==> src/rtl/fetch_stage.sv <==
// Instruction-fetch stage with the IF/ID pipeline register for the five-stage MIPS pipeline.
// Chooses the next PC from sequential, jump, register-jump and taken-branch sources.
module fetch_stage #(
  parameter logic [31:0] RESET_PC = 32'h0000_0000
) (
  input  logic        clk,
  input  logic        reset,
  output logic [31:0] imem_addr,
  input  logic [31:0] imem_rdata,
  input  logic        stall,
  input  logic [1:0]  id_pcsrc,
  input  logic [31:0] id_jr_target,
  input  logic        ex_branch_taken,
  input  logic [31:0] ex_branch_target,
  output logic [31:0] pc,
  output logic [31:0] if_id_instr,
  output logic [31:0] if_id_pc_plus4,
  output logic        if_id_valid,
  output logic        id_ex_flush
);

  localparam logic [1:0] PCSRC_JUMP = 2'b01;
  localparam logic [1:0] PCSRC_JR   = 2'b10;

  logic [31:0] pc_reg, pc_next;
  logic [31:0] instr_reg, instr_next;
  logic [31:0] pc_plus4_reg, pc_plus4_next;
  logic        valid_reg, valid_next;

  logic [31:0] seq_pc;
  logic [31:0] jump_target;
  logic [31:0] jr_target;
  logic [31:0] branch_target;

  assign seq_pc        = pc_reg + 32'd4;
  assign jump_target   = {pc_plus4_reg[31:28], instr_reg[25:0], 2'b00};
  assign jr_target     = {id_jr_target[31:2], 2'b00};
  assign branch_target = {ex_branch_target[31:2], 2'b00};

  // A taken branch beats the stall: the stalled ID instruction is wrong-path anyway.
  always_comb begin
    pc_next       = pc_reg;
    instr_next    = instr_reg;
    pc_plus4_next = pc_plus4_reg;
    valid_next    = valid_reg;
    if (ex_branch_taken) begin
      pc_next       = branch_target;
      instr_next    = 32'h0000_0000;
      pc_plus4_next = 32'h0000_0000;
      valid_next    = 1'b0;
    end else if (!stall) begin
      if (valid_reg && id_pcsrc == PCSRC_JUMP) begin
        pc_next       = jump_target;
        instr_next    = 32'h0000_0000;
        pc_plus4_next = 32'h0000_0000;
        valid_next    = 1'b0;
      end else if (valid_reg && id_pcsrc == PCSRC_JR) begin
        pc_next       = jr_target;
        instr_next    = 32'h0000_0000;
        pc_plus4_next = 32'h0000_0000;
        valid_next    = 1'b0;
      end else begin
        pc_next       = seq_pc;
        instr_next    = imem_rdata;
        pc_plus4_next = seq_pc;
        valid_next    = 1'b1;
      end
    end
  end

  always_ff @(posedge clk) begin
    if (reset) begin
      pc_reg       <= RESET_PC;
      instr_reg    <= 32'h0000_0000;
      pc_plus4_reg <= 32'h0000_0000;
      valid_reg    <= 1'b0;
    end else begin
      pc_reg       <= pc_next;
      instr_reg    <= instr_next;
      pc_plus4_reg <= pc_plus4_next;
      valid_reg    <= valid_next;
    end
  end

  assign imem_addr      = pc_reg;
  assign pc             = pc_reg;
  assign if_id_instr    = instr_reg;
  assign if_id_pc_plus4 = pc_plus4_reg;
  assign if_id_valid    = valid_reg;
  assign id_ex_flush    = ex_branch_taken;

endmodule

==> config.mk <==
export PLATFORM = sky130hd
export DESIGN_NAME = fetch_stage
export DESIGN_NICKNAME = d
export VERILOG_FILES = /design/src/rtl/fetch_stage.sv
export SDC_FILE = /design/constraint.sdc
export NUM_CORES = 1
export LEC_CHECK = 0
export CELL_PAD_IN_SITES_DETAIL_PLACEMENT = 0
export CELL_PAD_IN_SITES_GLOBAL_PLACEMENT = 2
export CORE_MARGIN = 8
export CORE_UTILIZATION = 24
export DETAILED_ROUTE_END_ITERATION = 16
export PLACE_DENSITY = 0.9
export SYNTH_ARGS = -nofsm -noshare
export SYNTH_HDL_FRONTEND = slang
export SYNTH_SLANG_ARGS = --single-unit
==> constraint.sdc <==
create_clock -name clk -period 4.6 [get_ports clk]
set_clock_uncertainty 0.2 [all_clocks]
set_input_delay 0.69 -clock clk [delete_from_list [all_inputs] [get_ports clk]]
set_output_delay 0.69 -clock clk [all_outputs]
set_load 0.02 [all_outputs]
Word-level counts from Yosys, hierarchy flattened:

Index checks and enable logic that the tools add are counted.

* bits of input ports: 102
* output and inout port bits: 130
* word-level logic and storage cells: 22
* flip-flop bits (word level): 97

* multiplexer cells: 10
* add/sub/neg operators: 1
* eq/ne operators: 3
* reductions and logical operators: 3

Operator list (number)
* two-way mux 32 bit: 8
* adder 32 x 3 -> 32 bit (second input constant): 1
* == test 2 x 1 -> 1 bit (second input constant): 1
* == test 2 bit (second input constant): 1
* logical AND 1 bit: 2
* two-way mux 1 bit: 2
* != test 2 x 1 -> 1 bit (second input constant): 1
* OR reduction 2 bit: 1

Longest topological paths before layout:

Gate-level depths: netlist (run 1).

* word-level depth: 6
* depth in mapped cells: 8
* depth with buffers taken out: 6

Least setup slack after synthesis (run 1):

OpenSTA, ideal clock, no wires.

* kind: register to register
* start: register pc_reg[2] (netlist: imem_addr[2])
* end: register pc_reg[20] (netlist: imem_addr[20])
* library setup time: 0.058 ns
* data arrival time: 2.164 ns
* stages on the path, launching flop included: 7
* path buffers: 0
* setup slack: 2.179 ns
* cell sequence: dfxtp_1 ha_1 nand4_2 or4_4 or3_1 a31oi_1 o21a_1

* word-level cells in the longest chain between the ends: 5

Ends and longest elaborated chain
* start: declaration: line 25 `logic [31:0] pc_reg, pc_next;`
* start signal: assignment: line 78 `pc_reg <= pc_next;`
* adder 32 x 3 -> 32 bit: line 35 `assign seq_pc = pc_reg + 32'd4;`
* two-way mux 32 bit: line 57 `end else if (valid_reg && id_pcsrc == PCSRC_JR) begin`
* two-way mux 32 bit: line 52 `if (valid_reg && id_pcsrc == PCSRC_JUMP) begin`
* two-way mux 32 bit: line 51 `end else if (!stall) begin`
* two-way mux 32 bit: line 46 `if (ex_branch_taken) begin`

Every way passes these cells. The select of a mux whose other input is x is not followed.
A chain may end at the register's enable or synchronous reset.

Worst setup path in the final report (run 1):

* start: input port id_pcsrc[1]
* end: register pc_plus4_reg[17] (netlist: if_id_pc_plus4[17])

* word-level cells in the longest chain between the ends: 4
* elaborated cells on any way between the ends: 6
* those cells by class: eq/ne: 2; mux: 2; reduce/logical: 2

Ends and longest elaborated chain
* start: declaration: line 11 `input logic [1:0] id_pcsrc,`
* == test 2 bit: line 57
* logical AND 1 bit: line 57
* two-way mux 32 bit: line 57
* two-way mux 32 bit *: line 52
* end signal: assignment: line 80 `pc_plus4_reg <= pc_plus4_next;`
* end: declaration: line 27 `logic [31:0] pc_plus4_reg, pc_plus4_next;`

Every way passes the cells marked *; elsewhere a longest branch is shown, timed or not.

==> results of run 1 <==
flip-flops by register name (all words and copies together), names as in the netlist:
| register | flops |
|---|---|
| if_id_pc_plus4 | 31 |
| imem_addr | 31 |
| if_id_instr | 32 |
| if_id_valid | 1 |
routing by layer:
metal,vias to the layer above,GRT usage [%]
met2,221,27.2
met4,0,4.03
met1,2532,22.5
li1,2566,-
met3,11,5.73
met5,-,0
cell type report:
cell class	count	area (sq um)	area share, %
clock inverters	3	42.5	0.566
flip-flops and latches	95	1900	25.3
clock buffers	13	250	3.33
repair buffers	243	2380	31.7
multi-input cells	429	2550	33.9
inverters	13	48.8	0.649
well taps	270	338	4.49
worst paths after layout:
path | to | slack [ns] | start | cells after the start
worst max-delay path | if_id_pc_plus4[17] | 1.76 | id_pcsrc[1] | 7
worst min-delay path | if_id_pc_plus4[27] | 0.25 | if_id_pc_plus4[27] | 2
worst max register to register | imem_addr[21] | 1.79 | imem_addr[5] | 5
worst min register to register | if_id_pc_plus4[27] | 0.25 | if_id_pc_plus4[27] | 2
worst max-delay path: stages:
cell                              delay, ns
sky130_fd_sc_hd__clkdlybuf4s50_1       0.61
sky130_fd_sc_hd__nand3b_1              0.26
sky130_fd_sc_hd__buf_4                 0.28
sky130_fd_sc_hd__nand3_1               0.31
sky130_fd_sc_hd__nor2_1                0.42
sky130_fd_sc_hd__o21ai_0               0.25
sky130_fd_sc_hd__nand2_1               0.10
cells by family after synthesis:
logic type,after synthesis,share of synthesized area [%]
buffers and inverters,90,10.3
adder cells (fa/ha/maj),1,0.253
multiplexers,4,0.808
XOR/XNOR,22,3.89
flip-flops,95,38.4
AND/OR/NAND/NOR,203,19.8
AO/OA/AOI/OAI,199,26.6
cells in the final DEF (no fill, tap or decap), drive strengths merged, types with 4 or more instances in the layout:
cell,n
o31a,4
and3,8
nand4,8
nor4,10
nand3b,4
a21o,4
xnor2,15
nand2,51
o21a,4
clkdlybuf4s50,225
o211ai,4
a21oi,36
a22oi,47
nand3,20
o21ai,45
dfxtp,95
nor2,72
or4,4
a211oi,8
a31oi,6
inv,12
o22ai,10
buf,18
nor3,9
o221ai,8
a221oi,5
clkbuf,13
xor2,7
mux2i,4
stage by stage:
step | hold WS [ns] | instances | cell area, sq um
floorplan | 0.321 | 614 | 4950
global placement | 0.235 | 1050 | 7220
detailed placement | 0.239 | 1050 | 7220
CTS | 0.250 | 1066 | 7520
global route | 0.275 | 1066 | 7520
finish | 0.246 | 1066 | 7520
power by group through the flow:
stage          clock network (mW)  logic, mW  registers (mW)
5_1_grt                     0.827      0.471           0.912
4_1_cts                     0.790      0.441           0.906
3_3_place_gp                    0      0.438           0.924
2_1_floorplan                   0      0.188           0.946
3_5_place_dp                    0      0.439           0.925
6_report                    0.762      0.438           0.906
==> results.yml, run 1 <==
synthesis:
  synth-seq-area-share_pct: 38.4
  ys_top_cells_by_area: "sky130_fd_sc_hd__dfxtp_1, sky130_fd_sc_hd__a22oi_1, sky130_fd_sc_hd__nor2_1"
  synth_enable_flop_cells: 0
  synth.most_common_cell: "sky130_fd_sc_hd__dfxtp_1"
  synth_nets: 717
  asr_flop_ratio_synth_pct: 0
  most_area_hungry_cell_type_in_the_yosys_netlist: "sky130_fd_sc_hd__dfxtp_1"
  syn_inst: 614
  post_synth.cell_area_avg_sq_um: 8.07
  postSynth.topFlopCell: "sky130_fd_sc_hd__dfxtp_1"
  synth_largest_type_area_fraction_pct: 38.4
  yosys_warnings: 0
  synth_seq_cells: 95
  synth.cell_area_sq_mm: 0.00495
  ys_types: 62
  synth_common_cells: "sky130_fd_sc_hd__dfxtp_1, sky130_fd_sc_hd__nor2_1, sky130_fd_sc_hd__nand2_1"
cts:
  clk_latency_ns: 0.35
  clock-root-buffer: "sky130_fd_sc_hd__clkbuf_16"
  cts_resized: 0
  ctsHtreeMaxLevel: 3
  cts_made_buffers: 9
  cts-hold-fix-buffers: 0
  cts.repair_timing.setup_buffer_count: 0
  tritoncts: "built"
  clk_path_buf_depth: 2
  clock_sinks: 95
  worst_setup_hold_path_clk_slew_ns: 0.07
place:
  gp_congestion: 0.844
  hpwl_microns: 16900
  io_buffers: 227
  post-place-ws_ns: 1.34
power_and_ir_drop:
  share_clk_of_total_power_pct: 36.2
  intPower_mw: 1.51
  power.total_mw: 2.11
  p_comb_share_pct: 20.8
  power_leakage_nw: 2.59
  switching_power_mw: 0.596
  max-vdd-ir-drop_mv: 0.161
  p_per_area_mw_per_mm2: 280
  proportion_of_total_power_due_to_net_switching_pct: 28.3
  sequentialPowerShare_pct: 43.0
min_path:
  worst_hold_path_type: "register to register"
global_routing:
  pin_count_of_the_biggest_net_entering_global_routing: 48
  grt_pass1_wl_microns: 34400
  all_layer_gr_usage_pct: 17.3
  total_congestion_overflow_after_global_routing: 0
  vias_in_the_first_global_route: 5512
  initial_antenna_violation_count: 0
setup_path:
  critPathMaxFanout: 14
  worstSetupPathType: "input port to register"
  worstSetupStartpointType: "input port"
  cp_data_required_time_ns: 4.70
  critPathArrivalTime_ns: 2.93
  endpoint_kind: "register"
cells_and_area:
  layout_cell_share_with_drive_strength_beyond_1_pct: 5.65
  final.fill_count: 2133
  antennaDiodeCount: 0
  postLayoutCoreUtil_pct: 37.2
  layout-area-overhead-vs-synth_pct: 51.8
  nets: 894
outcome:
  outcome: "finished clean"
timing:
  setup_ws_ns: 1.76
  finalMaxSlewViolations: 0
  rsz0062_at_grt: "false"
  max_freq_mhz: 352
  max_slew.worst_pin.slew_ns: 1.02
  setup_viol: 0
  max_slew_headroom_pct: 31.8
  setup_tns_ns: 0
  timing.final.crit_share_pct: 61.7
  hold_viol: 0
  post-route-min-period_ns: 2.84
die:
  standard_cell_core_area_sq_mm: 0.0202
  die_w_microns: 160
  fp.dieH_microns: 160
  placement_rows: 52
  top_ports: 232
  fp.dieArea_sq_mm: 0.0255
  initial_utilization_pct: 24.5
route:
  vias_per_cell: 5.00
  wirelength_microns: 22500
  drc_errors: 0
  vias: 5330
  routed.top_layer: "met4"
  drtIter0Drc: 395
  drt.antenna.violating_nets: 0
  wl_met2_microns: 10100
  wirelength_met1_microns: 10000
  met3WireLength_microns: 2140
  drt_pre_antenna_iters: 4
  route.detailed.wl_per_inst_microns: 21.1
flow_run:
  maxCapViolations: 0
(Power assumes the default switching activity.)
==> run 2: changes to the inputs <==
CORE_UTILIZATION = 22   (was 24)
PLACE_DENSITY = 0.84   (was 0.9)
clock period = 2.9 ns   (was 4.6 ns; I/O delays follow)
==> results.yml, run 2 (synthesis results as in run 1) <==
cts:
  cts_made_buffers: 9
  clk_path_buf_depth: 2
  ctsHtreeMaxLevel: 3
  cts.repair_timing.setup_buffer_count: 0
  clk_latency_ns: 0.36
  clock-root-buffer: "sky130_fd_sc_hd__clkbuf_16"
  worst_setup_hold_path_clk_slew_ns: 0.07
  clock_sinks: 95
  cts_resized: 0
  cts-hold-fix-buffers: 0
  tritoncts: "built"
min_path:
  worst_hold_path.endpoint: "if_id_pc_plus4[24]"
  worstHoldPathCells: 2
  worst_hold_path_type: "register to register"
  hold_start: "if_id_pc_plus4[24]"
setup_path:
  ff2ff_setup_slack_ns: 0.43
  critPathArrivalTime_ns: 2.57
  worstSetupPathType: "register to register"
  critPathMaxFanout: 5
  r2r-start: "imem_addr[3]"
  cp_data_required_time_ns: 3.00
  worst-r2r-cell-count: 6
  endpoint_kind: "register"
  worstSetupStartpointType: "register"
  worst_r2r_endpoint: "imem_addr[20]"
die:
  die_w_microns: 166
  standard_cell_core_area_sq_mm: 0.0224
  initial_utilization_pct: 22.1
  placement_rows: 55
  top_ports: 232
  fp.dieH_microns: 166
  fp.dieArea_sq_mm: 0.0276
place:
  io_buffers: 227
  hpwl_microns: 17700
  post-place-ws_ns: 0.146
  gp_congestion: 0.848
  post_dp_cell_area_sq_mm: 0.00736
route:
  wirelength_microns: 23400
  drc_errors: 0
  drt.antenna.violating_nets: 0
  vias: 5341
  route.detailed.wl_per_inst_microns: 21.3
  vias_per_cell: 4.87
  drtIter0Drc: 333
  drt_pre_antenna_iters: 5
global_routing:
  grt_pass1_wl_microns: 35300
  grt_busiest_layer: "met2"
  initial_antenna_violation_count: 2
  total_congestion_overflow_after_global_routing: 0
  globalRouteMet1Util_pct: 21.0
  global_route.usage.met2_pct: 26.7
  all_layer_gr_usage_pct: 16.6
  vias_in_the_first_global_route: 5502
  global_route.usage.met3_pct: 5.51
  pin_count_of_the_biggest_net_entering_global_routing: 46
power_and_ir_drop:
  power_leakage_nw: 2.67
  power.total_mw: 3.33
  p_per_area_mw_per_mm2: 435
  max-vdd-ir-drop_mv: 0.285
cells_and_area:
  most_common_cell_after_layout_fill_and_taps_aside: "sky130_fd_sc_hd__clkdlybuf4s50_1"
  nets: 910
  layout-area-overhead-vs-synth_pct: 54.4
  layout_cell_share_with_drive_strength_beyond_1_pct: 7.77
  fin_area_sq_mm: 0.00765
  layout_common_cells: "sky130_fd_sc_hd__clkdlybuf4s50_1, sky130_fd_sc_hd__dfxtp_1, sky130_fd_sc_hd__nor2_1"
  largest_register_ffs: 32
timing:
  finalMaxSlewViolations: 0
  post-route-min-period_ns: 2.47
  max_slew.worst_pin.slew_ns: 0.998
  setup_tns_ns: 0
  setup_viol: 0
  setup_ws_ns: 0.427
  max_freq_mhz: 404
  finalHoldWorstSlack_ns: 0.242
  timing.final.crit_share_pct: 85.3
  max_slew_headroom_pct: 33.3
  rsz0062_at_grt: "false"
  hold_viol: 0
flow_run:
  maxCapViolations: 0
outcome:
  outcome: "finished clean"
-- run 2: cell types whose count changed in the layout (fill, tap and decap cells not counted), sizes merged --
cell / previous run / this run
buf: 18 / 34
bufinv: 1 / 0
clkbuf: 13 / 12
clkinv: 2 / 3
diode: 0 / 1
-- run 2: stage by stage --
step                std cells  utilization, %
CTS                      1096            34.2
floorplan                 614               -
finish                   1097            34.2
detailed placement       1081            32.9
global placement         1081            32.9
global route             1096            34.2
-- run 2: how the worst max path moves through the flow --
stage / start / end / slack [ns] / cells after the start
final: imem_addr[3] / imem_addr[20] / 0.43 / 6
after global routing: imem_addr[3] / imem_addr[20] / 0.30 / 6
after CTS: imem_addr[3] / imem_addr[20] / 0.41 / 6
after detailed placement: id_pcsrc[0] / if_id_pc_plus4[8] / 0.15 / 6
after global placement: id_pcsrc[0] / if_id_instr[31] / 0.19 / 6
after floorplan: imem_addr[2] / imem_addr[20] / 0.48 / 6
-- run 2: report_power, final --
part	internal, mW	switching (mW)	total (mW)
sequential	1.36	0.0761	1.43
clock	0.645	0.532	1.18
combinational	0.358	0.360	0.717
-- run 2: layer usage --
layer | vias to the layer above | part of all wire (%)
met3 | 23 | 8.0
li1 | 2591 | -
met4 | 2 | 1.3
met5 | - | 0.047
met2 | 190 | 46
met1 | 2535 | 45
-- run 2: layout make-up --
type | instances | area [sq um]
Inverter | 13 | 48.8
Clock buffer | 12 | 267
Antenna cell | 1 | 2.50
Fill cell | 2379 | 14700
Clock inverter | 3 | 17.5
Tap cell | 285 | 357
Timing Repair Buffer | 259 | 2500
Sequential cell | 95 | 1900
Multi-Input combinational cell | 429 | 2550
-- run 2: worst max-delay path, cell delays in order, from the launching register on --
cell and delay (ns):
sky130_fd_sc_hd__dfxtp_1 0.43, sky130_fd_sc_hd__ha_1 0.31, sky130_fd_sc_hd__nand4_2 0.16, sky130_fd_sc_hd__or4_4 0.62
sky130_fd_sc_hd__or3_1 0.35, sky130_fd_sc_hd__a31oi_1 0.21, sky130_fd_sc_hd__o21a_1 0.13
==> run 3: changes to the inputs <==
CAP_MARGIN = 20   (was not set)
CTS_CLUSTER_SIZE = 30   (was not set)
==> results of run 3 <==
Final layout, timing and power as in run 2 (identical DEF).
